### config.mk
export PLATFORM = sky130hd
export DESIGN_NAME = bitmap_pixel_fetch
export DESIGN_NICKNAME = d
export VERILOG_FILES = /design/src/rtl/bitmap_pixel_fetch.sv
export SDC_FILE = /design/constraint.sdc
export NUM_CORES = 1
export LEC_CHECK = 0
export CORE_MARGIN = 1
export CORE_UTILIZATION = 46
export CTS_BUF_LIST = sky130_fd_sc_hd__clkbuf_4
export DETAILED_ROUTE_END_ITERATION = 10
export GPL_ROUTABILITY_DRIVEN = 0
export GPL_TIMING_DRIVEN = 0
export PLACE_DENSITY = 0.8
export SLEW_MARGIN = 10
export SYNTH_ARGS = -nofsm -noshare
export SYNTH_HDL_FRONTEND = slang
export SYNTH_SLANG_ARGS = --single-unit
### constraint.sdc
create_clock -name CLK10 -period 2.4 [get_ports CLK10]
set_clock_uncertainty 0.15 [all_clocks]
set_input_delay 0.36 -clock CLK10 [delete_from_list [all_inputs] [get_ports CLK10]]
set_output_delay 0.36 -clock CLK10 [all_outputs]
set_load 0.05 [all_outputs]
### src/rtl/bitmap_pixel_fetch.sv
// Bitmap video fetch: scrolls/flips the raster position into a VRAM byte address,
// reads the byte and emits one 4-bit colour nibble per pixel enable.
module bitmap_pixel_fetch #(
  parameter int LAT = 3
) (
  input  logic        CLK10,
  input  logic        RESET,
  input  logic        PIXCE,
  input  logic [8:0]  HCOUNT,
  input  logic [7:0]  VCOUNT,
  input  logic        HBLANK,
  input  logic        VBLANK,
  input  logic [7:0]  HSCRL_IN,
  input  logic [7:0]  VSCRL_IN,
  input  logic        FLIP,
  output logic [14:0] VRAM_ADDR,
  output logic        VRAM_REQ,
  input  logic [7:0]  VRAM_DATA,
  output logic [3:0]  PIX,
  output logic        PIXVALID
);

  logic [7:0]     hs_q, hs_d, vs_q, vs_d;
  logic           vblank_q, vblank_d;
  logic [14:0]    addr_q, addr_d;
  logic           req_q, req_d;
  logic           nib1_q, nib1_d, act1_q, act1_d;
  logic [LAT-2:0] pce_dly_q, pce_dly_d;
  logic [7:0]     data_q, data_d;
  logic           nib2_q, nib2_d, act2_q, act2_d;
  logic [3:0]     pix_q, pix_d;
  logic           pixvalid_q, pixvalid_d;

  logic [7:0]     x_sum_s, y_sum_s, x_s, y_s;
  logic           act_new_s;
  logic           unused_hcount_msb;

  assign unused_hcount_msb = HCOUNT[8];

  // Next-state logic for scroll shadows and the three pipeline stages
  always_comb begin
    vblank_d = VBLANK;
    if (VBLANK && !vblank_q) begin
      hs_d = HSCRL_IN;
      vs_d = VSCRL_IN;
    end else begin
      hs_d = hs_q;
      vs_d = vs_q;
    end

    // Scroll uses the current shadows, so a same-cycle VBLANK rise affects only later pixels
    x_sum_s   = HCOUNT[7:0] + hs_q;
    y_sum_s   = VCOUNT + vs_q;
    x_s       = FLIP ? ~x_sum_s : x_sum_s;
    y_s       = FLIP ? ~y_sum_s : y_sum_s;
    act_new_s = ~(HBLANK | VBLANK);

    if (PIXCE) begin
      addr_d = {y_s, x_s[7:1]};
      nib1_d = x_s[0];
      act1_d = act_new_s;
      req_d  = act_new_s;
    end else begin
      addr_d = addr_q;
      nib1_d = nib1_q;
      act1_d = act1_q;
      req_d  = 1'b0;
    end

    // RAM data is valid the cycle after the address slot; capture at the end of it
    pce_dly_d = {pce_dly_q[LAT-3:0], PIXCE};
    if (pce_dly_q[LAT-2]) begin
      data_d = VRAM_DATA;
      nib2_d = nib1_q;
      act2_d = act1_q;
    end else begin
      data_d = data_q;
      nib2_d = nib2_q;
      act2_d = act2_q;
    end

    if (PIXCE) begin
      pix_d      = act2_q ? (nib2_q ? data_q[3:0] : data_q[7:4]) : 4'h0;
      pixvalid_d = act2_q;
    end else begin
      pix_d      = pix_q;
      pixvalid_d = pixvalid_q;
    end
  end

  // State registers with synchronous reset
  always_ff @(posedge CLK10) begin
    if (RESET) begin
      hs_q       <= 8'h00;
      vs_q       <= 8'h00;
      vblank_q   <= 1'b1;
      addr_q     <= 15'h0000;
      req_q      <= 1'b0;
      nib1_q     <= 1'b0;
      act1_q     <= 1'b0;
      pce_dly_q  <= '0;
      data_q     <= 8'h00;
      nib2_q     <= 1'b0;
      act2_q     <= 1'b0;
      pix_q      <= 4'h0;
      pixvalid_q <= 1'b0;
    end else begin
      hs_q       <= hs_d;
      vs_q       <= vs_d;
      vblank_q   <= vblank_d;
      addr_q     <= addr_d;
      req_q      <= req_d;
      nib1_q     <= nib1_d;
      act1_q     <= act1_d;
      pce_dly_q  <= pce_dly_d;
      data_q     <= data_d;
      nib2_q     <= nib2_d;
      act2_q     <= act2_d;
      pix_q      <= pix_d;
      pixvalid_q <= pixvalid_d;
    end
  end

  assign VRAM_ADDR = addr_q;
  assign VRAM_REQ  = req_q;
  assign PIX       = pix_q;
  assign PIXVALID  = pixvalid_q;

endmodule

==> reports/summary.md, run 1 <==
- **result of the run** finished clean
- **worst vdd rail ir drop** 0.2710 mV
- **maximum net fanout on the critical path** 3
- **largest family of logic cells by synthesized area** simple AND/OR/NAND/NOR gates
- **number of antenna repair diodes** 0
- **count of pins on the block boundary** 68
- **effective utilization at floorplan** 0.4749
- **starting DRC count in detailed routing** 123
- **flip-flop and latch count after synthesis** 52
- **Max Cap Violations** 0
- **CTS root buffer** sky130_fd_sc_hd__clkbuf_4
- **via count of the routed design** 2,353
- **Synth top cells by count** sky130_fd_sc_hd__dfxtp_1 (52), sky130_fd_sc_hd__nand2_1 (42), sky130_fd_sc_hd__a21oi_1 (28)
- **final wirelength** 6140 um
- **ratio of final minimum period to clock period** 0.8720
- **Arr. time, crit path** 2.21 ns
- **Final Instance Area** 0.003403 sq mm
- **crit path capture type** flip-flop
- **DRT Pass-1 Iters** 4
- **post-synth top area share** 0.4006
- **Port-buffer cells** 65
- **number of warnings reported in the yosys synthesis log** 0
- **Die Footprint** 0.005954 sq mm
- **drt wl/cell** 14.15 um
- **most used standard cell by instance count after synthesis** sky130_fd_sc_hd__dfxtp_1
- **count of distinct cell types in the synthesized netlist** 44
- **Worst Setup Start Kind** primary input
- **worst min-delay path category** in -> reg
- **peak clock frequency supported by timing** 0.4778 GHz
- **proportion of synthesized chip area in sequential cells** 0.4006
- **largest net degree at the start of global routing** 19
- **slew margin rel.** 0.6464
- **Max clock buf depth** 2
- **Skew-Pair Late Insertion Delay** 0.38 ns
- **GRT overflow** 0
- **routing usage on met1** 0.2797
- **slew of the pin with the lowest slew margin** 0.5288 ns
- **count of instances resized after the clock tree is built** 0
- **Area Growth Syn to Fin** 30.96%
- **synthesized-area fraction occupied by and/or/nand/nor cells** 0.1671
- **antenna violations before repair** 0
- **global-route wire length before repair** 10,450 um
- **Die X** 77.16 um
- **final net count** 424
- **number of rows in the core area** 27
- **FILL cells** 502
- **Avg Inst Size Synth** 8.992 sq um
- **clock transition time at the flip-flop clock pins of the worst setup and hold paths** 0.15 ns
- **xor-xnor portion of the synthesized cell area** 0.08522
- **share of flip-flops with an asynchronous set or reset** 0
- **gate count of the mapped netlist** 289
- **H-tree lvl count** 2
- **cell area after technology mapping** 0.002599 sq mm
- **hold buffer count at CTS** 0
- **final hold viol count** 0
- **setup repair after global routing missed its margin** no
- **DRC Markers** 0
- **Slew Viols, Final** 0
- **synthesized-area fraction occupied by ao, oa, aoi and oai cells** 0.1584
- **vias in the first global route** 2,256
- **number of nets in the synthesized netlist** 352
- **number of CTS-inserted buffers** 5
- **top area cells in the synthesized netlist** sky130_fd_sc_hd__dfxtp_1 (40%), sky130_fd_sc_hd__ha_1 (6.7%), sky130_fd_sc_hd__nand2_1 (6.1%), sky130_fd_sc_hd__xnor2_1 (6.1%), sky130_fd_sc_hd__a21oi_1 (5.4%)
- **global routing usage on met2** 0.3814
- **post-placement cell area** 0.003339 sq mm
- **post-synthesis adder-cell area fraction** 0.08281
- **global route hottest layer** met2
- **TritonCTS clock tree** done
- **leading register cell type out of synthesis** sky130_fd_sc_hd__dfxtp_1
- **slack of the critical path** 0.3071 ns
- **Setup Slack @ Placement** -0.08855 ns
- **cell accounting for the most synthesized area** sky130_fd_sc_hd__dfxtp_1
- **core region area** 0.005473 sq mm
- **final antenna-violating net count** 0
- **vias per inst** 5.422
- **standby leakage power** 1.331 nW
- **data required time of the worst path** 2.52 ns
- **critical path class** in -> reg
- **post-CTS repair timing setup buffer count** 0
- **Min Clock Period, post-route** 2.093 ns
- **dpl hpwl** 4727 um
- **multiplexer fraction of the synthesized cell area** 0.06740
- **height of the chip** 77.16 um
- **Total GRT Usage** 0.2212
- **share of final-layout standard cells stronger than drive strength 1** 0.06077
- **utilization after layout** 0.6219
- **number of enable-type register cells in the synthesized netlist** 0
- **CTS sink cnt** 52
- **final setup vio count** 0
- **Fin Hold WS** 0.2875 ns
- **global-route met3 utilization** 0.03690
- **ratio of total power to cell area** 529.9 mW/mm^2
routing by layer:
metal | part of all wire | up-vias | wire [um]
li1 | - | 1171 | -
met1 | 0.44 | 1083 | 2705
met2 | 0.49 | 86 | 3024
met3 | 0.051 | 13 | 315
met4 | 0.015 | 0 | 95
met5 | 0 | - | 0
final cells by class:
| type | instances | area (sq um) | area share |
|---|---|---|---|
| buffer | 17 | 85.08 | 0.02500 |
| clock buffer | 5 | 37.54 | 0.01103 |
| clock inverter | 3 | 26.28 | 0.007721 |
| inverter | 4 | 15.01 | 0.004412 |
| multi-input combinational | 216 | 1458 | 0.4283 |
| sequential | 52 | 1041 | 0.3059 |
| tap | 72 | 90.09 | 0.02647 |
| timing repair buffer | 65 | 650.6 | 0.1912 |
worst max-delay path, stage by stage:
cell	delay (ns)
sky130_fd_sc_hd__clkdlybuf4s50_1	0.40
sky130_fd_sc_hd__ha_1	0.24
sky130_fd_sc_hd__fa_1	0.40
sky130_fd_sc_hd__a21o_1	0.21
sky130_fd_sc_hd__a211oi_1	0.34
sky130_fd_sc_hd__or4_1	0.17
sky130_fd_sc_hd__nand3_1	0.09
cell usage in the layout (no fill, tap or decap), drive strengths merged, types with 2 or more instances in the layout:
master          n
a31oi           2
nor3            4
nand2          42
nand3           7
nor2b           2
a211oi         10
mux2i          13
clkbuf         15
nor2           24
mux2            4
o21ai           8
inv             5
nor4b           2
clkdlybuf4s50  65
a21o            4
xor2            2
dfxtp          52
and3            4
ha             14
fa              2
xnor2          18
or4             3
nor4            2
a21oi          28
a41oi           2
o211ai          2
clkinv          2
buf             7
worst paths after layout:
path                            slack (ns)  depth (start not counted)             to          from
worst min-delay path                  0.29                          4  VRAM_ADDR[12]          FLIP
worst max-delay path                  0.31                          7   VRAM_ADDR[5]     HCOUNT[0]
worst max register to register        0.37                          6   VRAM_ADDR[5]       hs_q[0]
worst min register to register        0.30                          1   pce_dly_q[1]  pce_dly_q[0]
stage by stage:
| step | std cells | power (mW) | setup TNS (ns) |
|---|---|---|---|
| after floorplan | 289 | 1.232 | 0 |
| after global placement | 426 | 1.397 | 0 |
| after detailed placement | 426 | 1.407 | -0.08855 |
| after CTS | 434 | 1.816 | 0 |
| after global routing | 434 | 1.893 | 0 |
| final | 434 | 1.804 | 0 |
registers in the layout, summed over array words and instances, names as in the netlist:
name / cells
PIX: 4
PIXVALID: 1
VRAM_ADDR: 15
VRAM_REQ: 1
act1_q: 1
act2_q: 1
data_q: 8
hs_q: 8
nib1_q: 1
nib2_q: 1
pce_dly_q: 2
vblank_q: 1
vs_q: 8
report_power, final:
part	total, mW	internal (mW)	switching, mW
clock	0.413	0.122	0.290
sequential	0.933	0.907	0.0256
combinational	0.458	0.211	0.247
logic make-up (layout without fill, tap and decap cells):
kind of cell	after synthesis	after routing
AOI/OAI and AO/OA	65	65
xor gates and xnor gates	22	22
adders and majority gates	16	16
buffers and inverters	21	94
DFF	52	52
muxes	17	17
and+or+nand+nor	96	96
(Power assumes the default switching activity.)
==> run 2, diff against run 1 <==
--- a/config.mk
+++ b/config.mk
@@ -5,6 +5,7 @@
 export SDC_FILE = /design/constraint.sdc
 export NUM_CORES = 1
 export LEC_CHECK = 0
+export CORE_ASPECT_RATIO = 0.5
 export CORE_MARGIN = 1
 export CORE_UTILIZATION = 46
 export CTS_BUF_LIST = sky130_fd_sc_hd__clkbuf_4
==> run 2 against run 1 <==
Compared with the run above: final cell count decreased by 0.46%; wire length increased by 4.1%; sequential power about the same; critical path type unchanged.
==> reports/summary.md, run 2 (synthesized netlist as in run 1, its figures left out) <==
- **utilization after layout** 0.6568
- **GRT overflow** 0
- **Slew Viols, Final** 0
- **final setup vio count** 0
- **drt wl/cell** 14.80 um
- **core region area** 0.005180 sq mm
- **vias per inst** 5.414
- **height of the chip** 55.15 um
- **via count of the routed design** 2,339
- **global-route wire length before repair** 9942 um
- **Port-buffer cells** 65
- **worst min-delay path category** in -> reg
- **startpoint of the lowest-slack hold path** FLIP
- **ordered cell list for the critical path** clkdlybuf4s50_1, ha_1, fa_1, a21o_1, a211oi_1, or4_1, nand3_1
- **internal cell power** 1.242 mW
- **Worst Setup Start Kind** primary input
- **final hold viol count** 0
- **Clk pwr share** 0.230
- **most frequent cells in the layout** sky130_fd_sc_hd__clkdlybuf4s50_1 (65), sky130_fd_sc_hd__dfxtp_1 (52), sky130_fd_sc_hd__nand2_1 (42)
- **maximum net fanout on the critical path** 3
- **CTS root buffer** sky130_fd_sc_hd__clkbuf_4
- **biggest cell delay along the critical path** 0.42 ns
- **effective utilization at floorplan** 0.5017
- **Area Growth Syn to Fin** 30.91%
- **number of CTS-inserted buffers** 5
- **total negative slack for setup checks** 0 ns
- **H-tree lvl count** 2
- **final wirelength** 6394 um
- **number of flip-flops in the largest register** 15
- **worst vdd rail ir drop** 0.2938 mV
- **result of the run** finished clean
- **most common cell after layout, fill and taps aside** sky130_fd_sc_hd__clkdlybuf4s50_1
- **slowest CP cell** sky130_fd_sc_hd__fa_1
- **Skew-Pair Late Insertion Delay** 0.38 ns
- **CTS sink cnt** 52
- **clock transition time at the flip-flop clock pins of the worst setup and hold paths** 0.16 ns
- **share of final-layout standard cells stronger than drive strength 1** 0.06077
- **data required time of the worst path** 2.53 ns
- **crit path capture type** flip-flop
- **count of pins on the block boundary** 68
- **setup repair after global routing missed its margin** no
- **TritonCTS clock tree** done
- **Min Clock Period, post-route** 2.110 ns
- **worst hold path depth** 4
- **final antenna-violating net count** 0
- **Fin Hold WS** 0.2865 ns
- **standby leakage power** 1.328 nW
- **Die Footprint** 0.005972 sq mm
- **worst r2r dst** VRAM_ADDR[5]
- **ratio of total power to cell area** 532.4 mW/mm^2
- **Max Cap Violations** 0
- **starting DRC count in detailed routing** 152
- **combinational cell fraction of total power** 0.254
- **number of rows in the core area** 18
- **source of the worst register-to-register timing path** hs_q[0]
- **Die X** 108.3 um
- **Setup Slack @ Placement** -0.07411 ns
- **critical path class** in -> reg
- **Switching Fraction** 0.3144
- **slew of the pin with the lowest slew margin** 0.5977 ns
- **Worst Reg-to-Reg Cells** 6
- **slack of the worst reg-to-reg path** 0.33 ns
- **final net count** 424
- **vias in the first global route** 2,099
- **count of instances resized after the clock tree is built** 0
- **Total GRT Usage** 0.2239
- **portion of total power attributed to sequential cells** 0.516
- **DRT Pass-1 Iters** 4
- **terminating pin of the worst hold path** VRAM_ADDR[12]
- **number of antenna repair diodes** 0
- **slew margin rel.** 0.6015
- **peak clock frequency supported by timing** 0.4739 GHz
- **antenna violations before repair** 0
- **Arr. time, crit path** 2.24 ns
- **ratio of final minimum period to clock period** 0.8792
- **net switching power** 569.4 uW
- **post-CTS repair timing setup buffer count** 0
- **hold buffer count at CTS** 0
- **DRC Markers** 0
- **slack of the critical path** 0.2900 ns
- **dpl hpwl** 5013 um
- **Max clock buf depth** 2
- **largest net degree at the start of global routing** 19
-- run 2: changes by cell type in the layout (fill, tap and decap cells not counted), sizes merged --
cell / before / now
clkinv: 2 / 1
clkinvlp: 0 / 1
-- run 2: worst max-delay path, delay by kind of cell --
kind / cells / cell delay (ns)
buffers and inverters: 1 / 0.41
and+or+nand+nor: 2 / 0.24
AOI/OAI and AO/OA: 2 / 0.56
adders and majority gates: 2 / 0.67
-- run 2: how the worst max path moves through the flow --
stage	cells past startpoint	end	slack, ns	startpoint
2_1_floorplan	6	VRAM_ADDR[5]	0.53	HCOUNT[0]
3_5_place_dp	7	VRAM_ADDR[5]	-0.07	HCOUNT[0]
6_report	7	VRAM_ADDR[5]	0.29	HCOUNT[0]
3_3_place_gp	7	VRAM_ADDR[5]	0.03	HCOUNT[0]
4_1_cts	1	VRAM_ADDR[12]	0.29	VRAM_ADDR[12]
5_1_grt	7	VRAM_ADDR[5]	0.24	HCOUNT[0]
-- run 2: per-stage QoR --
stage,total power [mW],instances,cell area (sq um)
6_report,1.811,432,3402
5_1_grt,1.897,432,3402
4_1_cts,1.822,432,3402
3_5_place_dp,1.410,424,3337
3_3_place_gp,1.397,424,3337
2_1_floorplan,1.232,289,2599
-- run 2: layout make-up --
type	count	area, sq um
fillers	440	1778
multi-input cells	216	1458
flip-flops and latches	52	1041
repair buffers	65	650.6
well taps	70	87.58
plain buffers	17	85.08
clock buffers	5	37.54
clock inverters	3	27.53
inverters	4	15.01
-- run 2: routing by layer --
metal	vias to the layer above	wire [um]	track usage
met5	-	0	0
met4	0	57	0.06757
met3	7	436	0.03864
met2	79	2864	0.3907
met1	1087	3035	0.2919
li1	1166	-	-
-- run 2: power by group through the flow --
| stage | clock [mW] | sequential [mW] | combinational [mW] |
|---|---|---|---|
| after global placement | 0 | 0.950 | 0.447 |
| after global routing | 0.465 | 0.940 | 0.492 |
| final | 0.417 | 0.934 | 0.460 |
| after detailed placement | 0 | 0.952 | 0.457 |
| after CTS | 0.429 | 0.934 | 0.459 |
| after floorplan | 0 | 1.03 | 0.201 |
